### src/rtl/fifo_wr_arbiter_pkg.sv
// Shared definitions for the fifo write arbiter: FSM state encoding and burst counter width.
package fifo_wr_arbiter_pkg;

  typedef enum logic {
    IDLE  = 1'b0,
    BURST = 1'b1
  } state_t;

  localparam int BEAT_CNT_W = 8;

endpackage

### src/rtl/fifo_wr_arbiter_rr_pick.sv
// Combinational round-robin selector: first valid requester after last_grant, wrapping modulo num_req.
module rr_pick #(
  parameter int NUM_REQ = 4,
  parameter int IDW     = 2
) (
  input  logic [NUM_REQ-1:0] i_req_valid,
  input  logic [IDW-1:0]     i_last_grant,
  output logic [IDW-1:0]     o_next,
  output logic               o_any_valid
);

  // Walk offsets from farthest to nearest so the nearest valid requester is written last and wins.
  always_comb begin
    o_next      = '0;
    o_any_valid = 1'b0;
    for (int off = NUM_REQ; off >= 1; off--) begin
      if (i_req_valid[(int'(i_last_grant) + off) % NUM_REQ]) begin
        o_next      = IDW'((int'(i_last_grant) + off) % NUM_REQ);
        o_any_valid = 1'b1;
      end
    end
  end

endmodule

### src/rtl/fifo_wr_arbiter.sv
// Burst-limited round-robin arbiter sharing one fifo write port among NUM_REQ valid/ready producers.
// Optional per-producer beat and stall statistics are enabled by defining ARB_STATS_EN.
module fifo_wr_arbiter
  import fifo_wr_arbiter_pkg::*;
#(
  parameter int DATA_WIDTH = 32,
  parameter int NUM_REQ    = 4,
  parameter int MAX_BURST  = 4,
  parameter int GID_W      = (NUM_REQ > 1) ? $clog2(NUM_REQ) : 1
) (
  input  logic                          i_clk,
  input  logic                          i_rst,
  input  logic [NUM_REQ-1:0]            i_req_valid,
  input  logic [NUM_REQ*DATA_WIDTH-1:0] i_req_data,
  output logic [NUM_REQ-1:0]            o_req_ready,
  output logic                          o_fifo_wr_en,
  output logic [DATA_WIDTH-1:0]         o_fifo_din,
  input  logic                          i_fifo_full,
`ifdef ARB_STATS_EN
  output logic [NUM_REQ*16-1:0]         o_beat_count,
  output logic [15:0]                   o_stall_cycles,
`endif
  output logic [GID_W-1:0]              o_grant_id,
  output logic                          o_busy
);

  localparam logic [BEAT_CNT_W-1:0] LAST_BEAT = BEAT_CNT_W'(MAX_BURST - 1);

  state_t                  r_state;
  logic [GID_W-1:0]        r_grant_id;
  logic [GID_W-1:0]        r_last_grant;
  logic [BEAT_CNT_W-1:0]   r_beat_cnt;

  logic [GID_W-1:0]        w_next;
  logic                    w_any_valid;
  logic                    w_ready;
  logic                    w_grant_valid;
  logic                    w_xfer;

  rr_pick #(
    .NUM_REQ (NUM_REQ),
    .IDW     (GID_W)
  ) u_rr_pick (
    .i_req_valid  (i_req_valid),
    .i_last_grant (r_last_grant),
    .o_next       (w_next),
    .o_any_valid  (w_any_valid)
  );

  assign w_ready       = (r_state == BURST) && !i_fifo_full;
  assign w_grant_valid = i_req_valid[r_grant_id];
  assign w_xfer        = w_ready && w_grant_valid;

  assign o_fifo_wr_en = w_xfer;
  assign o_fifo_din   = i_req_data[int'(r_grant_id)*DATA_WIDTH +: DATA_WIDTH];
  assign o_grant_id   = r_grant_id;
  assign o_busy       = (r_state == BURST);

  always_comb begin
    o_req_ready = '0;
    if (w_ready) o_req_ready[r_grant_id] = 1'b1;
  end

  // A full fifo freezes the burst entirely; only an empty producer or the burst limit ends it.
  always_ff @(posedge i_clk) begin
    if (i_rst) begin
      r_state      <= IDLE;
      r_grant_id   <= '0;
      r_last_grant <= GID_W'(NUM_REQ - 1);
      r_beat_cnt   <= '0;
    end else begin
      case (r_state)
        IDLE: begin
          if (w_any_valid) begin
            r_grant_id   <= w_next;
            r_last_grant <= w_next;
            r_beat_cnt   <= '0;
            r_state      <= BURST;
          end
        end
        BURST: begin
          if (w_xfer) begin
            r_beat_cnt <= r_beat_cnt + 1'b1;
            if (r_beat_cnt == LAST_BEAT) r_state <= IDLE;
          end else if (!i_fifo_full && !w_grant_valid) begin
            r_state <= IDLE;
          end
        end
        default: r_state <= IDLE;
      endcase
    end
  end

`ifdef ARB_STATS_EN
  logic [NUM_REQ*16-1:0] r_beat_count;
  logic [15:0]           r_stall_cycles;

  // Saturating counters so long runs never wrap back to misleading small values.
  always_ff @(posedge i_clk) begin
    if (i_rst) begin
      r_beat_count   <= '0;
      r_stall_cycles <= '0;
    end else begin
      for (int i = 0; i < NUM_REQ; i++) begin
        if (w_xfer && (r_grant_id == GID_W'(i)) && (r_beat_count[i*16 +: 16] != 16'hFFFF))
          r_beat_count[i*16 +: 16] <= r_beat_count[i*16 +: 16] + 16'd1;
      end
      if ((r_state == BURST) && i_fifo_full && (r_stall_cycles != 16'hFFFF))
        r_stall_cycles <= r_stall_cycles + 16'd1;
    end
  end

  assign o_beat_count   = r_beat_count;
  assign o_stall_cycles = r_stall_cycles;
`endif

endmodule

### config.mk
export PLATFORM = sky130hd
export DESIGN_NAME = fifo_wr_arbiter
export DESIGN_NICKNAME = d
export VERILOG_FILES = /design/src/rtl/fifo_wr_arbiter_pkg.sv /design/src/rtl/fifo_wr_arbiter_rr_pick.sv /design/src/rtl/fifo_wr_arbiter.sv
export SDC_FILE = /design/constraint.sdc
export NUM_CORES = 1
export LEC_CHECK = 0
export CORE_AREA = 8 8 80 82
export CTS_BUF_LIST = sky130_fd_sc_hd__clkbuf_8
export CTS_CLUSTER_SIZE = 28
export DETAILED_ROUTE_END_ITERATION = 12
export DIE_AREA = 0 0 88 90
export GPL_ROUTABILITY_DRIVEN = 0
export MAX_ROUTING_LAYER = met4
export PLACE_DENSITY_LB_ADDON = 0.12
export SLEW_MARGIN = 20
export SYNTH_ARGS = -nofsm -noshare
export SYNTH_HDL_FRONTEND = slang
export SYNTH_SLANG_ARGS = --single-unit
### constraint.sdc
create_clock -name i_clk -period 3.5 [get_ports i_clk]
set_input_delay 0.875 -clock i_clk [delete_from_list [all_inputs] [get_ports i_clk]]
set_output_delay 0.875 -clock i_clk [all_outputs]
set_load 0.05 [all_outputs]
==> results of run 1 <==
==> power groups by stage <==
stage               combinational (µW)  sequential [µW]  clock (µW)
global route                       995              182         138
detailed placement                 968              182           0
global placement                   956              182           0
finish                             962              179         130
CTS                                971              179         133
floorplan                          456              181           0
==> worst max-delay path, cell delays in order <==
cell and delay, ns:
clkdlybuf4s50_1 0.43, or3b_4 0.40, o22a_4 0.25, inv_1 0.15
buf_12 0.15
==> worst max-delay path by stage <==
stage,slack (ns),endpoint,cells past startpoint,start
final,0.35,o_fifo_wr_en,5,i_fifo_full
after global routing,0.28,o_fifo_wr_en,5,i_fifo_full
after CTS,0.34,o_fifo_wr_en,5,i_fifo_full
after detailed placement,0.34,o_fifo_wr_en,5,i_fifo_full
after global placement,0.38,o_fifo_wr_en,5,i_fifo_full
after floorplan,0.62,o_req_ready[1],4,o_grant_id[0]$_SDFFE_PP0P_
==> stage by stage <==
stage,hold WS [ns],instances
final,0.4818,374
after global routing,0.5122,374
after CTS,0.4833,373
after detailed placement,0.4768,369
after global placement,0.4699,369
after floorplan,0.4495,130
==> cells by family after synthesis <==
| group | count (synthesis) |
|---|---|
| compound gates | 26 |
| fa+ha+maj | 1 |
| buf+inv | 18 |
| flops | 13 |
| mux | 34 |
| simple gates | 38 |
==> cell usage in the layout, fill, tap and decap left out, drive strengths merged, types with 4 or more instances in the layout <==
cell type,instances
or3,5
nand3,4
o21ai,7
a21oi,10
mux4,32
dfxtp,13
buf,41
inv,9
clkdlybuf4s50,136
nand2,7
nor2,7
==> routing by layer <==
layer / up-vias / share of wire (%) / GRT usage, %
met5: - / 0 / -
met4: 0 / 1.8 / 5.882
met3: 12 / 13 / 9.372
met2: 102 / 49 / 37.66
met1: 939 / 37 / 24.20
li1: 878 / - / -
==> state kept, by name (all words and copies together), names as in the netlist <==
register / count
r_last_grant: 2
r_beat_cnt: 8
o_busy: 1
o_grant_id: 2
==> area by class of cell <==
type                    count  area share [%]
clock inverters             1          0.1013
well taps                  72           2.432
flip-flops and latches     13           7.058
inverters                   8          0.8105
clock buffers               3           1.114
multi-input cells          99           30.53
repair buffers            177           57.89
diodes                      1         0.06754
==> run summary, run 1 <==
Layout Skew -> 0.001780 ns
Die Ht -> 90 µm
H-tree Lvls -> 1
Area of the die -> 7920 µm²
Peak Freq -> 0.3175 GHz
Reg2Reg Depth -> 4
DP Worst Slack -> 0.3421 ns
Clock transition at path regs -> 0.05 ns
Footprint of the multi-input gates -> 1131 µm²
Reg2reg setup slack -> 1.62 ns
Top_reg_cell synth -> dfxtp_1
First-pass GRT wire length -> 13130 µm
Mapped Area -> 1479 µm²
Dpl cell area -> 3657 µm²
Synth area leaders -> mux4_2 (49%), dfxtp_1 (18%), a21oi_1 (3.4%)
Post-synthesis xor/xnor area fraction -> 0%
Number of port buffers -> 174
Clock buffer depth -> 2
Critical Path Source Type -> input pin
I/O pin count -> 175
Critical Path Sink Type -> primary output
Synthesis-stage register bit count -> 13
Worst-Margin Slew -> 0.4987 ns
FF/Latch Area -> 261.5 µm²
WS Path Type -> in2out
Period utilization -> 89.98%
RSZ-0062 raised after global routing -> no
Peak supply drop -> 0.2636 mV
Final period demand of the worst path -> 3.149 ns
Most common cell in the netlist -> mux4_2
Global route overflow -> 0
Async set-reset flop share out of synthesis -> 0%
Final setup margin -> 0.3506 ns
Vias in the first global route -> 2023
# rows -> 27
Synth-to-layout area growth -> 150.5%
Fin nets -> 438
CORE AREA -> 5236 µm²
# fillers -> 390
Internal Power -> 754.3 µW
Yosys warning count -> 0
Drc violations -> 0
Synth Area in Adders -> 0.8460%
DR pass1 iterations -> 4
Mux cell area share after synthesis -> 50.08%
Hold path endpoint -> r_beat_cnt[1]$_SDFFE_PP0P_
HP Class -> reg2reg
Post-DP HPWL -> 7944 µm
Width of the chip -> 88 µm
CTS tree -> done
Clk pwr share -> 10.2%
Initial Util -> 28.24%
Final Max Slew Viols -> 0
Pwr dens -> 343.0 nW/µm²
Seq pwr share -> 14.1%
Commonest cells in the netlist -> mux4_2 (32), dfxtp_1 (13), a21oi_1 (10)
Library cells used by synthesis -> 31
Routed length per placed instance -> 23.89 µm
Layout Utilization -> 70.75%
EDFF count, synth -> 0
Vias/cell -> 5.163
Min-delay src -> r_beat_cnt[1]$_SDFFE_PP0P_
Synth Area in Compound Gates -> 11.59%
Post-synthesis instance total -> 130
Drt initial violations -> 56
Relative slew slack -> 66.65%
Hold depth -> 2
Setup violations, final -> 0
Switching Fraction -> 40.64%
Main combinational cell family by area after synthesis -> multiplexers
Required @ worst endpoint -> 2.62 ns
PostCTS Resize Cnt -> 0
Antenna violations before repair -> 1
Sequential area share after synthesis -> 17.60%
CTS Sinks -> 13
Max Cap Viol -> 0
Aggregate global-route resource usage -> 22.74%
Worst skew pair latency -> 0.24 ns
Via count -> 1931
Post-CTS setup buffers -> 0
Status -> completed
WP data arrival -> 2.27 ns
Logic pwr share -> 75.7%
Clock Tree Root -> clkbuf_8
Total power draw -> 1271 µW
Syn_nets -> 266
Share of post-route cells with drive strength above 1 -> 27.24%
RR Startpoint -> o_grant_id[0]$_SDFFE_PP0P_
Post-Synth Simple-Gate Area -> 13.96%
Design area -> 3705 µm²
Critical R2R Capture -> r_beat_cnt[7]$_SDFFE_PP0P_
CTS Hold Bufs -> 0
Pin count of the biggest net entering global routing -> 32
Crit path max fanout -> 15
Psw -> 516.5 µW
CTS buffer count -> 3
Leak -> 0.001340 µW
Area fraction of the dominant cell type after synthesis -> 48.73%
Final ANT Viol Nets -> 0
Hold Fails Final Rpt -> 0
Drt total wl -> 8935 µm
Largest area contributor in the netlist -> mux4_2
Synth Area per Inst -> 11.38 µm²
Setup TNS -> 0 ns
No activity file was read; power rests on OpenSTA's default activity.
==> run 2: changes to the inputs <==
--- a/config.mk
+++ b/config.mk
@@ -6,13 +6,13 @@
 export NUM_CORES = 1
 export LEC_CHECK = 0
 export CORE_AREA = 8 8 80 82
-export CTS_BUF_LIST = sky130_fd_sc_hd__clkbuf_8
+export CTS_BUF_LIST = sky130_fd_sc_hd__clkbuf_2 sky130_fd_sc_hd__clkbuf_4 sky130_fd_sc_hd__clkbuf_8
 export CTS_CLUSTER_SIZE = 28
 export DETAILED_ROUTE_END_ITERATION = 12
 export DIE_AREA = 0 0 88 90
 export GPL_ROUTABILITY_DRIVEN = 0
 export MAX_ROUTING_LAYER = met4
-export PLACE_DENSITY_LB_ADDON = 0.12
+export PLACE_DENSITY = 0.95
 export SLEW_MARGIN = 20
 export SYNTH_ARGS = -nofsm -noshare
 export SYNTH_HDL_FRONTEND = slang
==> run 2 against run 1 <==
Effect of this change: die area did not move; cell count fell by 0.27%; sequential share of layout area rose by 0.85 points; via count fell by 0.10%; first-iteration DRC count rose by 21%; global-route usage fell by 1.6 points; register-to-register slack got worse by 0.11 ns; setup slack got worse by 0.024 ns; wire length fell by 3.1%; clock skew fell by 0.0016 ns; final area fell by 11%; critical path type unchanged.
==> run summary, run 2 (synthesized netlist as in run 1, its figures left out) <==
Clock Tree Root -> clkbuf_8
Share of post-route cells with drive strength above 1 -> 27.24% (unchanged)
Reg2Reg Depth -> 4 (unchanged)
Max reg flops -> 8 (unchanged)
Hold path endpoint -> r_beat_cnt[1]$_SDFFE_PP0P_
Commonest non-fill, non-tap cell in the layout -> clkdlybuf4s50_1
Clock transition at path regs -> 0.06 ns (about the same)
Pin count of the biggest net entering global routing -> 24 (-25%)
Max Cap Viol -> 0 (unchanged)
Antenna violations before repair -> 0 (-1)
Routed length per placed instance -> 23.22 µm (-2.8%)
Drc violations -> 0 (unchanged)
Setup TNS -> 0 ns (unchanged)
Reg2reg setup slack -> 1.51 ns (-0.11 ns)
Fin nets -> 438 (unchanged)
CTS Sinks -> 13 (unchanged)
Area of the die -> 7920 µm² (unchanged)
Layout Utilization -> 63.13% (-7.6 points)
Commonest non-fill, non-tap cells in the layout -> clkdlybuf4s50_1 (137), buf_4 (34), mux4_2 (32)
RR Startpoint -> o_grant_id[0]$_SDFFE_PP0P_
Worst skew pair latency -> 0.24 ns (about the same)
CTS buffer count -> 3 (unchanged)
Peak Freq -> 0.3151 GHz (-0.76%)
Final ANT Viol Nets -> 0 (unchanged)
Design area -> 3306 µm² (-11%)
PostCTS Resize Cnt -> 0 (unchanged)
Crit path max fanout -> 15 (unchanged)
Setup violations, final -> 0 (unchanged)
Post-DP HPWL -> 7530 µm (-5.2%)
Pwr dens -> 326.6 nW/µm² (-4.8%)
H-tree Lvls -> 1 (unchanged)
Drt total wl -> 8660 µm (-3.1%)
WP data arrival -> 2.30 ns (+0.03 ns)
Status -> completed
Hold Fails Final Rpt -> 0 (unchanged)
Final period demand of the worst path -> 3.174 ns (+0.02410 ns)
Dpl cell area -> 3259 µm² (-11%)
Vias in the first global route -> 1975 (-2.4%)
Number of port buffers -> 174 (unchanged)
CORE AREA -> 5236 µm² (unchanged)
Vias/cell -> 5.172 (+0.16%)
HP Class -> reg2reg
Synth-to-layout area growth -> 123.5%
Post-CTS setup buffers -> 0 (unchanged)
First-pass GRT wire length -> 12290 µm (-6.4%)
Initial Util -> 28.24% (unchanged)
CTS tree -> done
Width of the chip -> 88 µm (unchanged)
Die Ht -> 90 µm (unchanged)
Ant diodes -> 0 (-1)
CTS Hold Bufs -> 0 (unchanged)
Clock buffer depth -> 2 (unchanged)
Min-delay src -> r_beat_cnt[1]$_SDFFE_PP0P_
Via count -> 1929 (-0.10%)
Critical Path Source Type -> input pin
WS Path Type -> in2out
Required @ worst endpoint -> 2.62 ns (about the same)
# rows -> 27 (unchanged)
Final Max Slew Viols -> 0 (unchanged)
Layout Skew -> 0.0002247 ns (-0.001555 ns)
I/O pin count -> 175 (unchanged)
Period utilization -> 90.67% (+0.69 points)
Critical R2R Capture -> r_beat_cnt[7]$_SDFFE_PP0P_
Aggregate global-route resource usage -> 21.10% (-1.6 points)
Peak supply drop -> 0.2038 mV (-23%)
RSZ-0062 raised after global routing -> no
Total power draw -> 1080 µW (-15%)
Hold depth -> 2 (unchanged)
DR pass1 iterations -> 4 (unchanged)
Global route overflow -> 0 (unchanged)
Leak -> 0.001190 µW (-11%)
Relative slew slack -> 59.70% (-6.9 points)
Register with the most flip-flops -> r_beat_cnt
Drt initial violations -> 68 (+21%)
Worst-Margin Slew -> 0.6044 ns (+0.1058 ns)
Critical Path Sink Type -> primary output
-- run 2: how the worst max path moves through the flow --
stage,depth (start not counted),slack [ns],end,start
2_1_floorplan,4,0.62,o_req_ready[1],o_grant_id[0]$_SDFFE_PP0P_
3_3_place_gp,5,0.37,o_fifo_wr_en,i_fifo_full
3_5_place_dp,5,0.35,o_fifo_wr_en,i_fifo_full
4_1_cts,5,0.33,o_fifo_wr_en,i_fifo_full
5_1_grt,5,0.28,o_fifo_wr_en,i_fifo_full
6_report,5,0.33,o_fifo_wr_en,i_fifo_full
-- run 2: report_power, final --
part | switching (µW) | internal (µW) | leakage [µW] | total [µW]
Combinational | 408 | 358 | 0.00106 | 767
Sequential | 23.3 | 157 | 0.000106 | 180
Clock | 54.4 | 78.6 | 0.0000255 | 133
Total | 486 | 594 | 0.00119 | 1080
-- run 2: metrics by stage --
stage	instances	setup slack [ns]	hold WS, ns
5_1_grt	373	0.2771	0.5055
2_1_floorplan	130	0.6157	0.4495
6_report	373	0.3265	0.4843
3_5_place_dp	369	0.3515	0.4847
4_1_cts	373	0.3341	0.4928
3_3_place_gp	369	0.3738	0.4693
-- run 2: final cells by class --
cell class	count	area (µm²)
inverter	8	30.03
tap	72	90.09
sequential	13	261.5
fill	413	1931
clock inverter	1	5.005
timing repair buffer	177	1747
multi-input combinational	99	1131
clock buffer	3	41.29
-- run 2: critical path: stages --
cell,delay (ns)
clkdlybuf4s50_1,0.44
or3b_4,0.41
o22a_4,0.26
inv_1,0.15
buf_12,0.15
-- run 2: routing by layer --
layer  vias up  GRT usage (%)  share of wire (%)
met5         -              -                  0
met4         0          6.743                1.9
met3        12          6.642                9.6
met2        96          38.98                 55
met1       939          19.69                 34
li1        882              -                  -
==> run 3: changes to the inputs <==
--- a/config.mk
+++ b/config.mk
@@ -11,6 +11,7 @@
 export DETAILED_ROUTE_END_ITERATION = 12
 export DIE_AREA = 0 0 88 90
 export GPL_ROUTABILITY_DRIVEN = 0
+export HOLD_SLACK_MARGIN = 0.12
 export MAX_ROUTING_LAYER = met4
 export PLACE_DENSITY = 0.95
 export SLEW_MARGIN = 20
==> constraint.sdc (replaced) <==
create_clock -name i_clk -period 3.5 [get_ports i_clk]
set_input_delay 0.875 -clock i_clk [delete_from_list [all_inputs] [get_ports i_clk]]
set_output_delay 0.875 -clock i_clk [all_outputs]
set_load 0.02 [all_outputs]
==> run 3 against run 2 <==
Effect of this change: non-clock buffer count is 6 higher; worst hold slack worse by 0.0088 ns; critical path depth stayed put; sequential power is 8% lower; critical path type unchanged.
==> run summary, run 3 (synthesized netlist as in run 1, its figures left out) <==
Status -> completed
# fillers -> 411 (-0.48%)
Register with the most flip-flops -> r_beat_cnt
Crit path max fanout -> 3 (-12)
Antenna violations before repair -> 0 (unchanged)
CTS tree -> done
GR Util met3 -> 5.823% (-0.82 points)
Area of the die -> 7920 µm² (unchanged)
Max reg flops -> 8 (unchanged)
Ant diodes -> 0 (unchanged)
DP Worst Slack -> 0.03229 ns (-0.3192 ns)
CTS buffer count -> 3 (unchanged)
Setup violations, final -> 0 (unchanged)
First-pass GRT wire length -> 13100 µm (+6.6%)
Post-CTS setup buffers -> 0 (unchanged)
Crit path top cell by count -> clkdlybuf4s50_1
Commonest non-fill, non-tap cell in the layout -> clkdlybuf4s50_1
Leak -> 0.001183 µW (-0.65%)
Drc violations -> 0 (unchanged)
Hold depth -> 2 (unchanged)
Met1 Usage GRT -> 21.31% (+1.6 points)
Slowest cell on the critical path -> clkdlybuf4s50_1
Die Ht -> 90 µm (unchanged)
Synth-to-layout area growth -> 128.8%
Met2 usage -> 40.99% (+2.0 points)
Drt initial violations -> 58 (-15%)
Initial Util -> 28.24% (unchanged)
Global route overflow -> 0 (unchanged)
RSZ-0062 raised after global routing -> no
CORE AREA -> 5236 µm² (unchanged)
Fin nets -> 444 (+1.4%)
Final ANT Viol Nets -> 0 (unchanged)
Reg2Reg Depth -> 6 (+2)
Clock buffer depth -> 2 (unchanged)
# rows -> 27 (unchanged)
Required @ worst endpoint -> 2.62 ns (about the same)
H-tree Lvls -> 1 (unchanged)
Worst-Margin Slew -> 0.3589 ns (-0.2456 ns)
Final setup margin -> 0.06712 ns (-0.2594 ns)
Peak supply drop -> 0.2255 mV (+11%)
Dpl cells -> 375 (+1.6%)
CTS Hold Bufs -> 0 (unchanged)
PostCTS Resize Cnt -> 0 (unchanged)
Critical Path Sink Type -> primary output
HP Class -> reg2reg
Peak Freq -> 0.2913 GHz (-7.6%)
Number of port buffers -> 174 (unchanged)
Routed length per placed instance -> 23.52 µm (+1.3%)
CTS Sinks -> 13 (unchanged)
I/O pin count -> 175 (unchanged)
Relative slew slack -> 75.85% (+16 points)
Clock transition at path regs -> 0.06 ns (about the same)
Final Max Slew Viols -> 0 (unchanged)
Share of post-route cells with drive strength above 1 -> 16.61% (-11 points)
Cell Chain, Critical Path -> clkdlybuf4s50_1 -> or3b_4 -> buf_4 -> nor2_1 -> clkdlybuf4s50_1
Final period demand of the worst path -> 3.433 ns (+0.2594 ns)
Post-DP HPWL -> 7596 µm (+0.87%)
DR pass1 iterations -> 4 (unchanged)
Period utilization -> 98.08% (+7.4 points)
Drt total wl -> 8913 µm (+2.9%)
Pin count of the biggest net entering global routing -> 39 (+63%)
Width of the chip -> 88 µm (unchanged)
Aggregate global-route resource usage -> 22.26% (+1.2 points)
Commonest non-fill, non-tap cells in the layout -> clkdlybuf4s50_1 (173), mux4_2 (32), dfxtp_1 (12)
GR peak layer -> met2
CP peak stage delay -> 0.62 ns (+0.18 ns)
Final cell count without fillers -> 379 (+1.6%)
Worst skew pair latency -> 0.25 ns (about the same)
Pwr dens -> 278.7 nW/µm² (-15%)
Vias/cell -> 5.187 (+0.30%)
Hold Fails Final Rpt -> 0 (unchanged)
Critical Path Source Type -> input pin
Max Cap Viol -> 0 (unchanged)
Setup TNS -> 0 ns (unchanged)
WS Path Type -> in2out
Via count -> 1966 (+1.9%)
Vias in the first global route -> 2190 (+11%)
Layout Skew -> 0.002027 ns (+0.001802 ns)
WP data arrival -> 2.56 ns (+0.26 ns)
Clock Tree Root -> clkbuf_8
[run 3: path summary, 6_finish.rpt]
check                           slack [ns]                  startpoint                         end
worst min-delay path                  0.48  r_beat_cnt[7]$_SDFFE_PP0P_  r_beat_cnt[7]$_SDFFE_PP0P_
worst max-delay path                  0.07                 i_fifo_full              o_req_ready[1]
worst max register to register        1.51  o_grant_id[1]$_SDFFE_PP0P_  r_beat_cnt[7]$_SDFFE_PP0P_
worst min register to register        0.48  r_beat_cnt[7]$_SDFFE_PP0P_  r_beat_cnt[7]$_SDFFE_PP0P_
[run 3: cell type report]
cell class / instances / area [µm²] / area share (%)
Timing Repair Buffer: 183 / 1824 / 53.92
Multi-Input combinational cell: 99 / 1131 / 33.43
Sequential cell: 13 / 261.5 / 7.729
Tap cell: 72 / 90.09 / 2.663
Clock buffer: 3 / 41.29 / 1.220
Inverter: 8 / 30.03 / 0.8876
Clock inverter: 1 / 5.005 / 0.1479
[run 3: through the flow]
stage          area, µm²  power [µW]  util (%)  hold WS, ns
2_1_floorplan       1479       468.0         -       0.4495
3_3_place_gp        3334       794.8     63.68       0.4670
3_5_place_dp        3334       809.5     63.68       0.4734
4_1_cts             3381       950.5     64.56       0.4791
5_1_grt             3383       981.0     64.61       0.5257
6_report            3383       943.0     64.61       0.4756
[run 3: worst max-delay path, delay by kind of cell]
family	cells	cell delay, ns
buffers and inverters	3	1.21
and+or+nand+nor	2	0.47
[run 3: per-layer routing]
| metal | vias to the layer above | routed length [µm] |
|---|---|---|
| met5 | - | 0 |
| met4 | 0 | 208 |
| met2 | 118 | 4794 |
| met1 | 943 | 3106 |
| met3 | 17 | 802 |
| li1 | 888 | - |
[run 3: power breakdown]
part           switching (µW)  leakage [µW]  total [µW]  internal [µW]
Combinational             256       0.00105         638            382
Sequential               9.14      0.000106         166            157
Clock                    60.4     0.0000255         139           79.0
Total                     325       0.00118         943            618
